===== src/rtl/alu_resp.sv =====
// Handshaked 4-bit ALU responder: computes add/sub/or/xor with carry and zero
// flags at request acceptance and returns responses in order through a 2-entry queue.
module alu_resp #(
  parameter int DEPTH = 2
) (
  input  logic       clk,
  input  logic       rst,
  input  logic       in_valid,
  output logic       in_ready,
  input  logic [3:0] a,
  input  logic [3:0] b,
  input  logic [1:0] op,
  output logic       out_valid,
  input  logic       out_ready,
  output logic [3:0] out,
  output logic       cf,
  output logic       zf,
  output logic [7:0] txn_cnt
);

  localparam logic [1:0] OP_ADD = 2'b00;
  localparam logic [1:0] OP_SUB = 2'b01;
  localparam logic [1:0] OP_OR  = 2'b10;

  logic [3:0] out_mem_reg [DEPTH];
  logic       cf_mem_reg  [DEPTH];
  logic       zf_mem_reg  [DEPTH];

  logic       wr_ptr_reg, wr_ptr_next;
  logic       rd_ptr_reg, rd_ptr_next;
  logic [1:0] count_reg, count_next;
  logic [7:0] txn_cnt_reg, txn_cnt_next;

  logic       push, pop;
  logic [4:0] sum, diff;
  logic [3:0] res_next;
  logic       cf_next, zf_next;

  // Both widened operations carry their flag in bit 4: carry for add, borrow for sub.
  assign sum  = {1'b0, a} + {1'b0, b};
  assign diff = {1'b0, a} - {1'b0, b};

  always_comb begin
    res_next = 4'd0;
    cf_next  = 1'b0;
    case (op)
      OP_ADD: begin
        res_next = sum[3:0];
        cf_next  = sum[4];
      end
      OP_SUB: begin
        res_next = diff[3:0];
        cf_next  = diff[4];
      end
      OP_OR:   res_next = a | b;
      default: res_next = a ^ b;
    endcase
    zf_next = (res_next == 4'd0);
  end

  assign out_valid = (count_reg != 2'd0);
  assign pop       = out_valid && out_ready;
  // A full queue can still take a request when the head leaves in the same edge.
  assign in_ready  = (count_reg < 2'd2) || pop;
  assign push      = in_valid && in_ready;

  always_comb begin
    wr_ptr_next  = wr_ptr_reg;
    rd_ptr_next  = rd_ptr_reg;
    count_next   = count_reg;
    txn_cnt_next = txn_cnt_reg;
    if (push) begin
      wr_ptr_next = wr_ptr_reg + 1'b1;
    end
    if (pop) begin
      rd_ptr_next  = rd_ptr_reg + 1'b1;
      txn_cnt_next = txn_cnt_reg + 8'd1;
    end
    if (push && !pop) begin
      count_next = count_reg + 2'd1;
    end else if (pop && !push) begin
      count_next = count_reg - 2'd1;
    end
  end

  always_ff @(posedge clk) begin
    if (rst) begin
      wr_ptr_reg  <= 1'b0;
      rd_ptr_reg  <= 1'b0;
      count_reg   <= 2'd0;
      txn_cnt_reg <= 8'd0;
    end else begin
      wr_ptr_reg  <= wr_ptr_next;
      rd_ptr_reg  <= rd_ptr_next;
      count_reg   <= count_next;
      txn_cnt_reg <= txn_cnt_next;
    end
  end

  // Storage is cleared on reset so the head reads as all-zero while empty.
  generate
    for (genvar gi = 0; gi < DEPTH; gi++) begin : g_entry
      always_ff @(posedge clk) begin
        if (rst) begin
          out_mem_reg[gi] <= 4'd0;
          cf_mem_reg[gi]  <= 1'b0;
          zf_mem_reg[gi]  <= 1'b0;
        end else if (push && (wr_ptr_reg == 1'(gi))) begin
          out_mem_reg[gi] <= res_next;
          cf_mem_reg[gi]  <= cf_next;
          zf_mem_reg[gi]  <= zf_next;
        end
      end
    end
  endgenerate

  assign out     = out_mem_reg[rd_ptr_reg];
  assign cf      = cf_mem_reg[rd_ptr_reg];
  assign zf      = zf_mem_reg[rd_ptr_reg];
  assign txn_cnt = txn_cnt_reg;

endmodule


===== config.mk =====
export PLATFORM = sky130hd
export DESIGN_NAME = alu_resp
export DESIGN_NICKNAME = d
export VERILOG_FILES = /design/src/rtl/alu_resp.sv
export SDC_FILE = /design/constraint.sdc
export NUM_CORES = 1
export LEC_CHECK = 0
export BUFFER_PORTS_ARGS = -buffer_cell sky130_fd_sc_hd__buf_2
export CAP_MARGIN = 30
export CORE_MARGIN = 2
export CORE_UTILIZATION = 50
export CTS_BUF_LIST = sky130_fd_sc_hd__clkbuf_4
export DETAILED_ROUTE_END_ITERATION = 6
export HOLD_SLACK_MARGIN = 0.12
export MAX_ROUTING_LAYER = met4
export PLACE_DENSITY_LB_ADDON = 0.15
export SYNTH_ARGS = -nofsm -noshare
export SYNTH_HDL_FRONTEND = slang
export SYNTH_SLANG_ARGS = --single-unit
export TNS_END_PERCENT = 50

===== constraint.sdc =====
create_clock -name clk -period 3.1 [get_ports clk]
set_input_delay 0.62 -clock clk [delete_from_list [all_inputs] [get_ports clk]]
set_output_delay 0.62 -clock clk [all_outputs]
set_load 0.02 [all_outputs]

======== Yosys cells after proc, flatten, opt, wreduce, memory -nomap -nowiden ========
Memories as Yosys holds them, arrays and structs flattened. A register that Yosys moved wholly into a read port is not among the register bits.
Cells that the tools add are included.
storage, ports and cells
  input bits .............................. 14
  flip-flop bits (word level) ............. 12
  memories kept ........................... 3
  output and inout port bits .............. 16
  bits in writable memories ............... 12
  logic and storage cells ................. 63
cells by class
  mux-type cells .......................... 24
  bitwise operators ....................... 9
  eq/ne operators ......................... 2
  reduce and logical (&&, ||, !) cells .... 13
  add/sub/neg operators ................... 7
  $lt $le $gt $ge ......................... 1
memories
  name         depth  width  rd ports  clocked after memory_dff  write ports  line  text
  out_mem_reg  2      4      1         1                         2            25    logic [3:0] out_mem_reg [DEPTH];
  cf_mem_reg   2      1      1         1                         2            26    logic cf_mem_reg [DEPTH];
  zf_mem_reg   2      1      1         1                         2            27    logic zf_mem_reg [DEPTH];
operators with widths
  operator                                           count
  two-way mux 1 bit                                  18
  one-hot mux 4 bit (3 select lines)                 1
  adder 8 x 1 -> 8 bit (second input constant)       1
  two-way mux 4 bit                                  2
  logical AND 1 bit                                  6
  bitwise OR 1 bit                                   6
  adder 4 x 4 -> 5 bit                               1
  subtractor 4 x 4 -> 5 bit                          1
  zero test 4 bit                                    1
  two-way mux 2 bit                                  2
  bitwise OR 4 bit                                   1
  nonzero test 2 bit                                 2
  XOR 4 bit                                          1
  adder 1 bit (second input constant)                2
  adder 2 x 1 -> 2 bit (second input constant)       1
  == test 2 x 1 -> 1 bit (second input constant)     1
  == test 2 bit (second input constant)              1
  zero test 1 bit                                    2
  zero test 2 bit                                    1
  < comparator 2 bit (second input constant)         1
  one-hot mux 1 bit (2 select lines)                 1
  subtractor 2 x 1 -> 2 bit (second input constant)  1
  logical OR 1 bit                                   1
  NOT 1 bit                                          1

======== Depth between registers and ports, before layout ========
  depth in word-level cells ............... 9
  depth in mapped cells ................... 8
  depth with buffers taken out ............ 8

======== Worst setup path before layout ========
No wires, ideal clock.
  path kind ............................... input -> register
  from .................................... input a[0]
  to ...................................... memory zf_mem_reg[1], data pin
  stages .................................. 6
  buffers on the path ..................... 0
  library setup time ...................... 0.269 ns
  data arrival time ....................... 1.941 ns
  required time ........................... 2.831 ns
  setup slack ............................. 0.890 ns
  cell sequence ........................... ha_1 fa_1 inv_1 mux4_2 nand3_1 nor3_2
RTL lines
  item             line  text
  start, declared  10    input logic [3:0] a,
  end, declared    27

==> results_dict.tcl <==
set metrics [dict create \
    ys_seq_area_share_pct 39.5 \
    tightest_slew_ns 0.627 \
    regArea_sq_um 621 \
    clkLatencyLatePin_ns 0.31 \
    cap_violations 0 \
    cts_tree "yes" \
    setup_tns_ns 0 \
    slew_headroom_pct 58.1 \
    vias_per_cell 4.96 \
    period_minus_slack_ns 2.09 \
    area_growth_pct 11.2 \
    clkTransAtPathRegs_ns 0.13 \
    pin_count 30 \
    wl_per_cell_microns 11.3 \
    port_buffers 29 \
    grt_max_degree 19 \
    post_cts_resized 0 \
    crit_required_ns 3.16 \
    crit_path_top_delay_cell "mux4_2" \
    dr.pass1.iters 4 \
    cts_max_level 1 \
    path_class "input port to register" \
    coreArea_sq_um 3030 \
    drive_above_1_share_pct 28.1 \
    initial_core_util_pct 51.9 \
    die-area_sq_um 3600 \
    pre_cts_ws_ns 0.677 \
    final_cell_mix "buf_2, nor2_1, inv_1, ha_1, dfxtp_1" \
    avgSynthCellArea_sq_um 9.88 \
    cts_buffers 3 \
    num_rows 20 \
    vias 1135 \
    grt_pass1_vias 1155 \
    syn_nets 189 \
    cts_num_sinks 25 \
    setup_viol 0 \
    ys_types 39 \
    grt_overflow 0 \
    fillers 281 \
    cts_hold_buf 0 \
    rsz0062_at_grt "false" \
    hold_viol_final 0 \
    n_antenna_cell 0 \
    final_common_cell "buf_2" \
    dpl.cell_count 225 \
    critPathLaunchType "input port" \
    setup_slack_ns 1.01 \
    max_freq_mhz 478 \
    wirelength_microns 2590 \
    hold_class "register to register" \
    multi_input_area_sq_um 838 \
    die_w_microns 60.0 \
    outcome "completed" \
    cp_max_fo 4 \
    crit_path_cell_trace "buf_2 > ha_1 > fa_1 > inv_1 > mux4_2 > nand3_1 > nor3_2" \
    fin_nets 216 \
    root_buffer "clkbuf_4" \
    endpoint_kind "register" \
    place_congestion 0.794 \
    fin_cells 229 \
    hpwl_microns 2100 \
    ys_ff_latch 25 \
    finalCritPeriodShare_pct 67.5 \
    yosysWarnings 0 \
    ir_drop_mv 0.234 \
    leakagePower_uw 0.000823 \
    post_cts_buffers 0 \
    syn_area_sq_um 1570 \
    drv_slew 0 \
    drc 0 \
    grt_antenna_before_repair 0 \
    holdWs_ns 0.500 \
    cpPeakStageDelay_ns 0.50 \
    cts_buffer_depth 2 \
    ant_nets 0 \
    skew_ns 0.00897 \
    gr-usage-all-layers_pct 17.4 \
    synth_cells 159 \
    drt_iter0_drc 27 \
    grt_pass1_wl_microns 4600 \
    arrival_ns 2.15 \
    power_density_nw_per_um2 534 \
    die_y_microns 60.0 \
]
## power breakdown
group | switching, uW | total [uW] | internal (uW) | leakage [uW]
logic | 198 | 344 | 145 | 0.000571
registers | 38.5 | 440 | 401 | 0.000234
clock network | 89.9 | 149 | 58.9 | 0.0000184
## routing by layer
metal	global-route usage, %	routed length (microns)
met1	18.5	1140
met2	32.1	1360
met3	2.16	65
met5	-	0
met4	7.30	29
## worst paths after layout
| check | end | depth (start not counted) | slack [ns] | start |
|---|---|---|---|---|
| worst min-delay path | txn_cnt[1] | 2 | 0.50 | txn_cnt[1] |
| worst min register to register | txn_cnt[1] | 2 | 0.50 | txn_cnt[1] |
| worst max-delay path | zf_mem_reg[1] | 7 | 1.01 | a[0] |
| worst max register to register | count_reg[1] | 6 | 1.28 | count_reg[1] |
## synth_stat cells
library cell,number,share of area [%]
a21o_1,1,0.48
a21oi_1,6,1.9
a221o_2,1,0.72
a31oi_1,1,0.40
and2_2,1,0.48
and3_1,2,0.80
and4_4,1,0.72
buf_2,1,0.32
buf_6,1,0.72
clkbuf_1,3,0.72
clkbuf_8,2,1.8
dfxtp_1,13,17
edfxtp_1,12,23
fa_1,2,2.5
ha_1,14,11
inv_1,14,3.3
inv_2,1,0.24
mux2_2,6,4.3
mux2i_1,2,1.3
mux4_2,1,1.4
nand2_1,6,1.4
nand2b_1,3,1.2
nand3_1,4,1.3
nand3b_1,1,0.48
nand4_1,3,1.2
nor2_1,26,6.2
nor3_1,2,0.64
nor3_2,1,0.64
o21ai_0,4,1.3
o21ai_2,1,0.56
o21bai_1,1,0.48
o311a_2,1,0.72
o311ai_1,1,0.56
or2_2,3,1.2
or2b_2,1,0.56
or3_1,2,0.80
or3_4,1,0.72
xnor2_1,3,1.7
xor2_1,10,5.6
## logic make-up after synthesis
family,after synthesis,share of synthesized area (%)
and+or+nand+nor,57,18.3
adders and majority gates,16,13.7
buffers and inverters,22,7.09
AOI/OAI and AO/OA,17,7.09
xor gates and xnor gates,13,7.25
muxes,9,7.01
DFF,25,39.5
## critical path, delay by kind of cell
family	cells	cell delay [ns]
mux	1	0.50
simple gates	2	0.18
fa+ha+maj	2	0.71
buf+inv	2	0.14
## final cells by class
cell class	instances	share of cell area, %
multi-input cells	112	48.0
well taps	44	3.15
flip-flops and latches	25	35.6
repair buffers	29	8.32
clock buffers	4	1.72
inverters	15	3.23
## per-stage QoR
stage	total power, uW	util [%]	area (sq um)
floorplan	706	-	1570
global placement	779	56.7	1720
detailed placement	794	56.7	1720
CTS	941	57.6	1750
global route	997	57.6	1750
finish	932	57.6	1750
No activity file was read; power rests on OpenSTA's default activity.
